## src/rtl/maze_ctrl_if.sv

```systemverilog
// Handshake bundle between maze_ctrl and the maze-walker datapath, maze memory and top level.
// The master modport is the controller's view; the slave modport is the environment's view.
interface maze_ctrl_if;
  logic       start;
  logic       cntReach;
  logic       empStck;
  logic [7:0] curLoc;
  logic [7:0] nxtLoc;
  logic       memData;
  logic       dpRst;
  logic       rgLd;
  logic [1:0] dir;
  logic       push;
  logic       pop;
  logic       adderEn;
  logic [7:0] memAdr;
  logic       memRd;
  logic       memWr;
  logic       busy;
  logic       done;
  logic       fail;

  modport master (
    input  start, cntReach, empStck, curLoc, nxtLoc, memData,
    output dpRst, rgLd, dir, push, pop, adderEn, memAdr, memRd, memWr, busy, done, fail
  );

  modport slave (
    output start, cntReach, empStck, curLoc, nxtLoc, memData,
    input  dpRst, rgLd, dir, push, pop, adderEn, memAdr, memRd, memWr, busy, done, fail
  );
endinterface

```

## src/rtl/maze_ctrl.sv

```systemverilog
// Depth-first-search control FSM for the maze walker: sequences the datapath and the
// maze-memory handshake from location 8'h00 to GOAL_LOC, reporting done or fail.
module maze_ctrl #(
  parameter logic [7:0]  GOAL_LOC  = 8'hFF,
  parameter int unsigned MAX_STEPS = 1023
) (
  input logic         clk,
  input logic         rst,
  maze_ctrl_if.master bus
);

  localparam logic [3:0] S_IDLE  = 4'd0;
  localparam logic [3:0] S_INIT  = 4'd1;
  localparam logic [3:0] S_MARK  = 4'd2;
  localparam logic [3:0] S_TRY   = 4'd3;
  localparam logic [3:0] S_CHECK = 4'd4;
  localparam logic [3:0] S_MOVE  = 4'd5;
  localparam logic [3:0] S_NEXT  = 4'd6;
  localparam logic [3:0] S_BACK  = 4'd7;
  localparam logic [3:0] S_DONE  = 4'd8;
  localparam logic [3:0] S_FAIL  = 4'd9;

  localparam logic [15:0] STEP_LIMIT = 16'(MAX_STEPS);

  logic [3:0]  r_state;
  logic [3:0]  w_nextState;
  logic [1:0]  r_dir;
  logic [1:0]  w_nextDir;
  logic [15:0] r_stepCnt;
  logic [15:0] w_nextCnt;
  logic [15:0] w_cntPlus;
  logic        r_startSeenLow;
  logic        w_nextSeenLow;
  logic        w_atGoal;
  logic        w_hitLimit;
  logic        w_terminal;

  logic w_dpRst;
  logic w_rgLd;
  logic w_push;
  logic w_pop;
  logic w_adderEn;
  logic w_memRd;
  logic w_memWr;

  assign w_atGoal   = (bus.curLoc == GOAL_LOC);
  assign w_terminal = (r_state == S_DONE) || (r_state == S_FAIL);
  assign w_cntPlus  = (r_stepCnt >= STEP_LIMIT) ? r_stepCnt : r_stepCnt + 16'd1;
  assign w_hitLimit = (w_cntPlus >= STEP_LIMIT);

  // A new search from DONE/FAIL needs start to be seen low first, so a held start cannot re-trigger.
  assign w_nextSeenLow = w_terminal && (r_startSeenLow || !bus.start);

  always_comb begin
    w_nextState = r_state;
    w_nextDir   = r_dir;
    w_nextCnt   = r_stepCnt;
    case (r_state)
      S_IDLE: begin
        if (bus.start) w_nextState = S_INIT;
      end
      S_INIT: begin
        w_nextDir   = 2'b00;
        w_nextCnt   = 16'd0;
        w_nextState = S_MARK;
      end
      S_MARK: begin
        w_nextState = S_TRY;
      end
      S_TRY: begin
        if (w_atGoal)          w_nextState = S_DONE;
        else if (bus.cntReach) w_nextState = S_NEXT;
        else                   w_nextState = S_CHECK;
      end
      S_CHECK: begin
        w_nextState = bus.memData ? S_NEXT : S_MOVE;
      end
      S_MOVE, S_BACK: begin
        w_nextCnt   = w_cntPlus;
        w_nextDir   = 2'b00;
        w_nextState = w_hitLimit ? S_FAIL : S_TRY;
      end
      S_NEXT: begin
        if (r_dir != 2'b11) begin
          w_nextDir   = r_dir + 2'd1;
          w_nextState = S_TRY;
        end else if (bus.empStck) begin
          w_nextState = S_FAIL;
        end else begin
          w_nextState = S_BACK;
        end
      end
      S_DONE, S_FAIL: begin
        if (bus.start && r_startSeenLow) w_nextState = S_INIT;
      end
      default: begin
        w_nextState = S_IDLE;
      end
    endcase
  end

  always_comb begin
    w_dpRst   = 1'b0;
    w_rgLd    = 1'b0;
    w_push    = 1'b0;
    w_pop     = 1'b0;
    w_adderEn = 1'b0;
    w_memRd   = 1'b0;
    w_memWr   = 1'b0;
    case (r_state)
      S_INIT:  w_dpRst = 1'b1;
      S_MARK:  w_memWr = 1'b1;
      S_TRY: begin
        if (!w_atGoal && !bus.cntReach) begin
          w_adderEn = 1'b1;
          w_memRd   = 1'b1;
        end
      end
      S_CHECK: w_adderEn = 1'b1;
      S_MOVE: begin
        w_adderEn = 1'b1;
        w_push    = 1'b1;
        w_rgLd    = 1'b1;
        w_memWr   = 1'b1;
      end
      S_BACK: begin
        w_pop  = 1'b1;
        w_rgLd = 1'b1;
      end
      default: begin
      end
    endcase
  end

  always_ff @(posedge clk) begin
    if (!rst) begin
      r_state        <= S_IDLE;
      r_dir          <= 2'b00;
      r_stepCnt      <= 16'd0;
      r_startSeenLow <= 1'b0;
    end else begin
      r_state        <= w_nextState;
      r_dir          <= w_nextDir;
      r_stepCnt      <= w_nextCnt;
      r_startSeenLow <= w_nextSeenLow;
    end
  end

  assign bus.dpRst   = w_dpRst;
  assign bus.rgLd    = w_rgLd;
  assign bus.push    = w_push;
  assign bus.pop     = w_pop;
  assign bus.adderEn = w_adderEn;
  assign bus.memRd   = w_memRd;
  assign bus.memWr   = w_memWr;
  assign bus.dir     = r_dir;
  assign bus.memAdr  = bus.nxtLoc;
  assign bus.busy    = (r_state != S_IDLE) && !w_terminal;
  assign bus.done    = (r_state == S_DONE);
  assign bus.fail    = (r_state == S_FAIL);

endmodule

```

## src/flat_wrapper.sv

```systemverilog
// flat-port wrapper written by rule: the top's interface ports become plain ports
module maze_ctrl_flat 
#(
  parameter logic [7:0]  GOAL_LOC  = 8'hFF,
  parameter int unsigned MAX_STEPS = 1023
)
  (clk, rst, bus_start, bus_cntReach, bus_empStck, bus_curLoc, bus_nxtLoc, bus_memData, bus_dpRst, bus_rgLd, bus_dir, bus_push, bus_pop, bus_adderEn, bus_memAdr, bus_memRd, bus_memWr, bus_busy, bus_done, bus_fail);
  maze_ctrl_if bus_i ();
  input logic clk;
  input logic rst;
  input wire logic [$bits(bus_i.start)-1:0] bus_start;
  input wire logic [$bits(bus_i.cntReach)-1:0] bus_cntReach;
  input wire logic [$bits(bus_i.empStck)-1:0] bus_empStck;
  input wire logic [$bits(bus_i.curLoc)-1:0] bus_curLoc;
  input wire logic [$bits(bus_i.nxtLoc)-1:0] bus_nxtLoc;
  input wire logic [$bits(bus_i.memData)-1:0] bus_memData;
  output wire logic [$bits(bus_i.dpRst)-1:0] bus_dpRst;
  output wire logic [$bits(bus_i.rgLd)-1:0] bus_rgLd;
  output wire logic [$bits(bus_i.dir)-1:0] bus_dir;
  output wire logic [$bits(bus_i.push)-1:0] bus_push;
  output wire logic [$bits(bus_i.pop)-1:0] bus_pop;
  output wire logic [$bits(bus_i.adderEn)-1:0] bus_adderEn;
  output wire logic [$bits(bus_i.memAdr)-1:0] bus_memAdr;
  output wire logic [$bits(bus_i.memRd)-1:0] bus_memRd;
  output wire logic [$bits(bus_i.memWr)-1:0] bus_memWr;
  output wire logic [$bits(bus_i.busy)-1:0] bus_busy;
  output wire logic [$bits(bus_i.done)-1:0] bus_done;
  output wire logic [$bits(bus_i.fail)-1:0] bus_fail;
  assign bus_i.start = bus_start;
  assign bus_i.cntReach = bus_cntReach;
  assign bus_i.empStck = bus_empStck;
  assign bus_i.curLoc = bus_curLoc;
  assign bus_i.nxtLoc = bus_nxtLoc;
  assign bus_i.memData = bus_memData;
  assign bus_dpRst = bus_i.dpRst;
  assign bus_rgLd = bus_i.rgLd;
  assign bus_dir = bus_i.dir;
  assign bus_push = bus_i.push;
  assign bus_pop = bus_i.pop;
  assign bus_adderEn = bus_i.adderEn;
  assign bus_memAdr = bus_i.memAdr;
  assign bus_memRd = bus_i.memRd;
  assign bus_memWr = bus_i.memWr;
  assign bus_busy = bus_i.busy;
  assign bus_done = bus_i.done;
  assign bus_fail = bus_i.fail;
  maze_ctrl #(.GOAL_LOC(GOAL_LOC), .MAX_STEPS(MAX_STEPS)) u_core (.clk(clk), .rst(rst), .bus(bus_i));
endmodule
```

## config.mk

```make
export PLATFORM = sky130hd
export DESIGN_NAME = maze_ctrl_flat
export DESIGN_NICKNAME = d
export VERILOG_FILES = /design/src/rtl/maze_ctrl_if.sv /design/src/rtl/maze_ctrl.sv /design/src/flat_wrapper.sv
export SDC_FILE = /design/constraint.sdc
export NUM_CORES = 1
export LEC_CHECK = 0
export ABC_AREA = 1
export CAP_MARGIN = 20
export CORE_AREA = 2 2 63 71
export DETAILED_ROUTE_END_ITERATION = 10
export DIE_AREA = 0 0 65 73
export GPL_ROUTABILITY_DRIVEN = 0
export PLACE_DENSITY = 0.67
export SYNTH_ARGS = -nofsm -noshare
export SYNTH_HDL_FRONTEND = slang
export SYNTH_SLANG_ARGS = --single-unit
```

## constraint.sdc

```tcl
create_clock -name clk -period 3.9 [get_ports clk]
set_input_delay 0.39 -clock clk [delete_from_list [all_inputs] [get_ports clk]]
set_output_delay 0.39 -clock clk [all_outputs]
set_load 0.02 [all_outputs]
```

# Word level (Yosys, flattened, before mapping)

Cells that the tools add are included.

Output and inout bits: 20
Word-level logic and storage cells: 64
Input bits: 22
Register bits after elaboration: 23

Multiplexer cells: 21
Reduce and logical (&&, ||, !) cells: 21
Equal/unequal tests: 14
Magnitude comparators: 2
Add/subtract/negate cells: 2

Operator list:

| kind                  | count |
|---|---|
| $ge 16x10->1 const B  | 2 |
| $pmux 16 s2           | 1 |
| $pmux 4 s8            | 1 |
| $mux 4                | 6 |
| $add 16x1->16 const B | 1 |
| $eq 4x3->1 const B    | 4 |
| $mux 16               | 1 |
| $eq 4x2->1 const B    | 2 |
| $eq 4x4->1 const B    | 2 |
| $eq 8x8->1 const B    | 1 |
| $reduce_or 2->1       | 4 |
| $mux 1                | 7 |
| $mux 2                | 3 |
| $eq 4x1->1 const B    | 1 |
| $logic_and 1x1->1     | 4 |
| $logic_not 1->1       | 4 |
| $logic_not 4->1       | 1 |
| $ne 2x1->1 const B    | 2 |
| $ne 2x2->1 const B    | 2 |
| $pmux 2 s2            | 1 |
| $reduce_and 2->1      | 2 |
| $reduce_bool 2->1     | 2 |
| $reduce_bool 4->1     | 1 |
| $reduce_or 3->1       | 1 |
| 3 further kinds       | 4 |

# Logic depth before layout (Yosys ltp)

Word-level depth: 5
Mapped depth: 16
Gate-level depth less buffers: 16

# Least setup slack after synthesis

No wires, ideal clock.

Path kind: register to register
Start: register u_core.r_stepCnt[1]
End: register u_core.r_state[3]
Arrival time: 1629 ps
Stages on the path, launching flop included: 16
Slack: 2162 ps
Cell sequence: dfxtp_1 ha_1 nand3_2 nor2_4 nand2_4 nand2_4 inv_4 or2_4 nand2_2 nor2_2 nand3_2 nand2_1 nand2_1 nand3_1 nand2_1 inv_1

Word-level cells in the longest chain between the ends: 5
Elaborated cells between the ends (all ways): 6

RTL lines:

| item                                          | RTL line         | RTL |
|---|---|---|
| start: declaration                            | maze_ctrl.sv:29  | `logic [15:0] r_stepCnt;` |
| start signal: assignment                      | maze_ctrl.sv:144 | `r_stepCnt <= w_nextCnt;` |
| $add 16x1->16 or $ge 16x10->1 (tied branches) | maze_ctrl.sv:48  | `assign w_cntPlus = (r_stepCnt >= STEP_LIMIT) ? r_stepCnt : r_stepCnt + 16'd1;` |
| $mux 16 *                                     | maze_ctrl.sv:48  |  |
| $ge 16x10->1 *                                | maze_ctrl.sv:49  | `assign w_hitLimit = (w_cntPlus >= STEP_LIMIT);` |
| $mux 4 *                                      | maze_ctrl.sv:81  | `w_nextState = w_hitLimit ? S_FAIL : S_TRY;` |
| $pmux 4 s8 *                                  | maze_ctrl.sv:58  | `case (r_state)` |
| end signal: assignment                        | maze_ctrl.sv:142 | `r_state <= w_nextState;` |
| end: declaration                              | maze_ctrl.sv:25  | `logic [3:0] r_state;` |

Mark *: on every way between the ends. The rest lies on a longest branch, timed or not.
A chain may end at the register's enable or synchronous reset.

# Worst setup path in the final report

Start: register u_core.r_state[3]
End: output port bus_pop

Word-level cells in the longest chain between the ends: 2

RTL lines:

| item             | RTL line           | RTL |
|---|---|---|
| $eq 4x3->1       | maze_ctrl.sv:110   | `case (r_state)` |
| $mux 1           | maze_ctrl.sv:110   |  |
| end: declaration | flat_wrapper.sv:21 | `output wire logic [$bits(bus_i.pop)-1:0] bus_pop;` |

Every way passes these cells.

==> out/results.txt <==
outcome - complete, no violations
core footprint - 4100 sq um
height of the die - 73 um
clock slew seen by the registers of the worst setup and hold paths - 0.08 ns
die area - 4750 sq um
final hold violation count - 0
DRT Wirelength - 3380 um
die width - 65 um
max-capacitance violation count - 0
Pwr Density - 358 nW/um^2
Synth warnings - 0
final setup vio count - 0
nets - 294
I/O pin cnt - 42
total number of H-tree levels - 1
CTS tree - yes
number of buffers created by CTS - 3
initial antenna violation count - 0
leakage dissipation - 0.742 nW
area leader, netlist - dfxtp_1
vias in the first global route - 1398
GRT Resource Usage Total - 0.157
kind of end point of the critical path - primary output
kind of critical path - reg -> out
layout cell share with drive strength beyond 1 - 0.100
required time worst endpoint - 3.51 ns
distinct cell type count after synthesis - 34
first-pass GRT wire length - 5910 um
Worst Skew - 0.00245 ns
worst slew pin tran - 0.495 ns
Syn Nets - 277
IO buf count - 25
Post-synth ARST share - 0
DRC errors left - 0
number of flops mapped to enable cells by yosys - 0
syn avg cell area - 6.21 sq um
Final period util - 0.628
Vias/cell - 4.70
Yosys top cell area share - 0.293
setup repair bufs after CTS - 0
Root Buffer - clkbuf_8
Critical Path AT - 2.06 ns
post-detail-place hpwl - 2580 um
Site Rows - 25
DR vias - 1517
Slew HR - 0.668
initial DRC count - 69
Clock Sinks - 23
type of origin of the critical path - flop
Max VDD drop - 0.203 mV
max-slew violation count - 0
Mapped Cells - 253
count leader, synth - nand2_1
top cells by area, synth - dfxtp_1 (29%), nand2_1 (17%), nor2_1 (8.1%), inv_1 (6.7%), nand3_1 (5.1%)
Critical Path Fanout Max - 16
hold_buf cts - 0
antenna viol nets, final - 0
#FFs+latches synth - 23
minimum clock period - 2.45 ns
synth cell count leaders - nand2_1 (72), nor2_1 (34), inv_1 (28)
unrepaired setup endpoints after global routing - no
area delta synth->final - 17.4%
latest clock arrival within the worst-skew pair - 0.26 ns
gr ovfl total - 0
Synth Flop Type - dfxtp_1
synthesized cell area - 1570 sq um
Avg WL per Cell - 10.5 um
largest net degree at the start of global routing - 18
DR pass1 iterations - 4
Power, Total - 0.661 mW
maximum clock rate - 408 MHz
setup total negative slack - 0 ns
Ant. Diodes - 0
Starting Density - 0.383
post-synthesis sequential area ratio - 0.293
post-cts gate resize count - 0
Worst Hold Class - reg -> reg
clock tree buffer depth - 2
metrics by stage:
step           area, sq um  worst slack, ns  hold WS (ns)  utilization  cells
2_1_floorplan         1570             2.16         0.409            -    253
3_3_place_gp          1800             1.70         0.415        0.438    319
3_5_place_dp          1800             1.63         0.421        0.438    319
4_1_cts               1840             1.43         0.435        0.450    323
5_1_grt               1840             1.26         0.454        0.450    323
6_report              1840             1.45         0.431        0.450    323
cells in the final DEF (no fill, tap or decap), drive strengths merged:
| cell type | instances |
|---|---|
| clkbuf | 3 |
| nor2 | 40 |
| clkinv | 2 |
| inv | 36 |
| o21bai | 1 |
| a31oi | 1 |
| o21ai | 8 |
| o211ai | 1 |
| xor2 | 1 |
| or2 | 1 |
| clkdlybuf4s50 | 25 |
| ha | 2 |
| nand2 | 77 |
| nand3 | 19 |
| nand3b | 1 |
| o22ai | 3 |
| xnor2 | 1 |
| o2111ai | 1 |
| nand4 | 4 |
| dfxtp | 23 |
| a211oi | 1 |
| nor3 | 3 |
| a21oi | 15 |
logic make-up (layout without fill, tap and decap cells):
kind of cell	after synthesis	count (layout)	synth area share
simple gates	145	145	0.422
buf+inv	50	66	0.148
compound gates	31	31	0.109
flops	23	23	0.293
fa+ha+maj	2	2	0.0159
xor+xnor	2	2	0.0112
registers in the layout, summed over array words and instances (netlist names):
register               count
u_core.r_state             4
u_core.r_startSeenLow      1
u_core.r_stepCnt          16
u_core.bus.dir             2
critical path, stage by stage, from the launching register on:
cell             delay [ns]
dfxtp_1                0.36
nor2_1                 0.17
inv_2                  0.08
nor2_4                 0.32
inv_1                  0.15
nor2_1                 0.11
clkdlybuf4s50_1        0.60
metal layers:
metal	vias up	GRT usage	wire, um
met1	668	0.188	1570
met2	28	0.283	1630
met3	4	0.0247	130
met4	0	0.0567	46
met5	-	0	0
li1	817	-	-
path summary, 6_finish.rpt:
check / start / to / slack [ns] / cells past startpoint
max: u_core.r_state[3] / bus_pop / 1.45 / 6
max reg2reg: u_core.r_stepCnt[0] / u_core.r_state[3] / 1.86 / 15
min: u_core.r_stepCnt[12] / u_core.r_stepCnt[12] / 0.43 / 2
min reg2reg: u_core.r_stepCnt[12] / u_core.r_stepCnt[12] / 0.43 / 2
power breakdown:
part           switching [mW]  total [mW]  internal [mW]
sequential             0.0130       0.260          0.247
clock                  0.0775       0.149         0.0713
combinational           0.156       0.252         0.0960
total                   0.246       0.661          0.414
cell type report:
type | instances | area, sq um
multi-input cells | 180 | 877
well taps | 54 | 67.6
flip-flops and latches | 23 | 460
inverters | 37 | 141
clock buffers | 3 | 41.3
repair buffers | 25 | 250
clock inverters | 1 | 5.00
fillers | 455 | 2250
(Power assumes the default switching activity.)
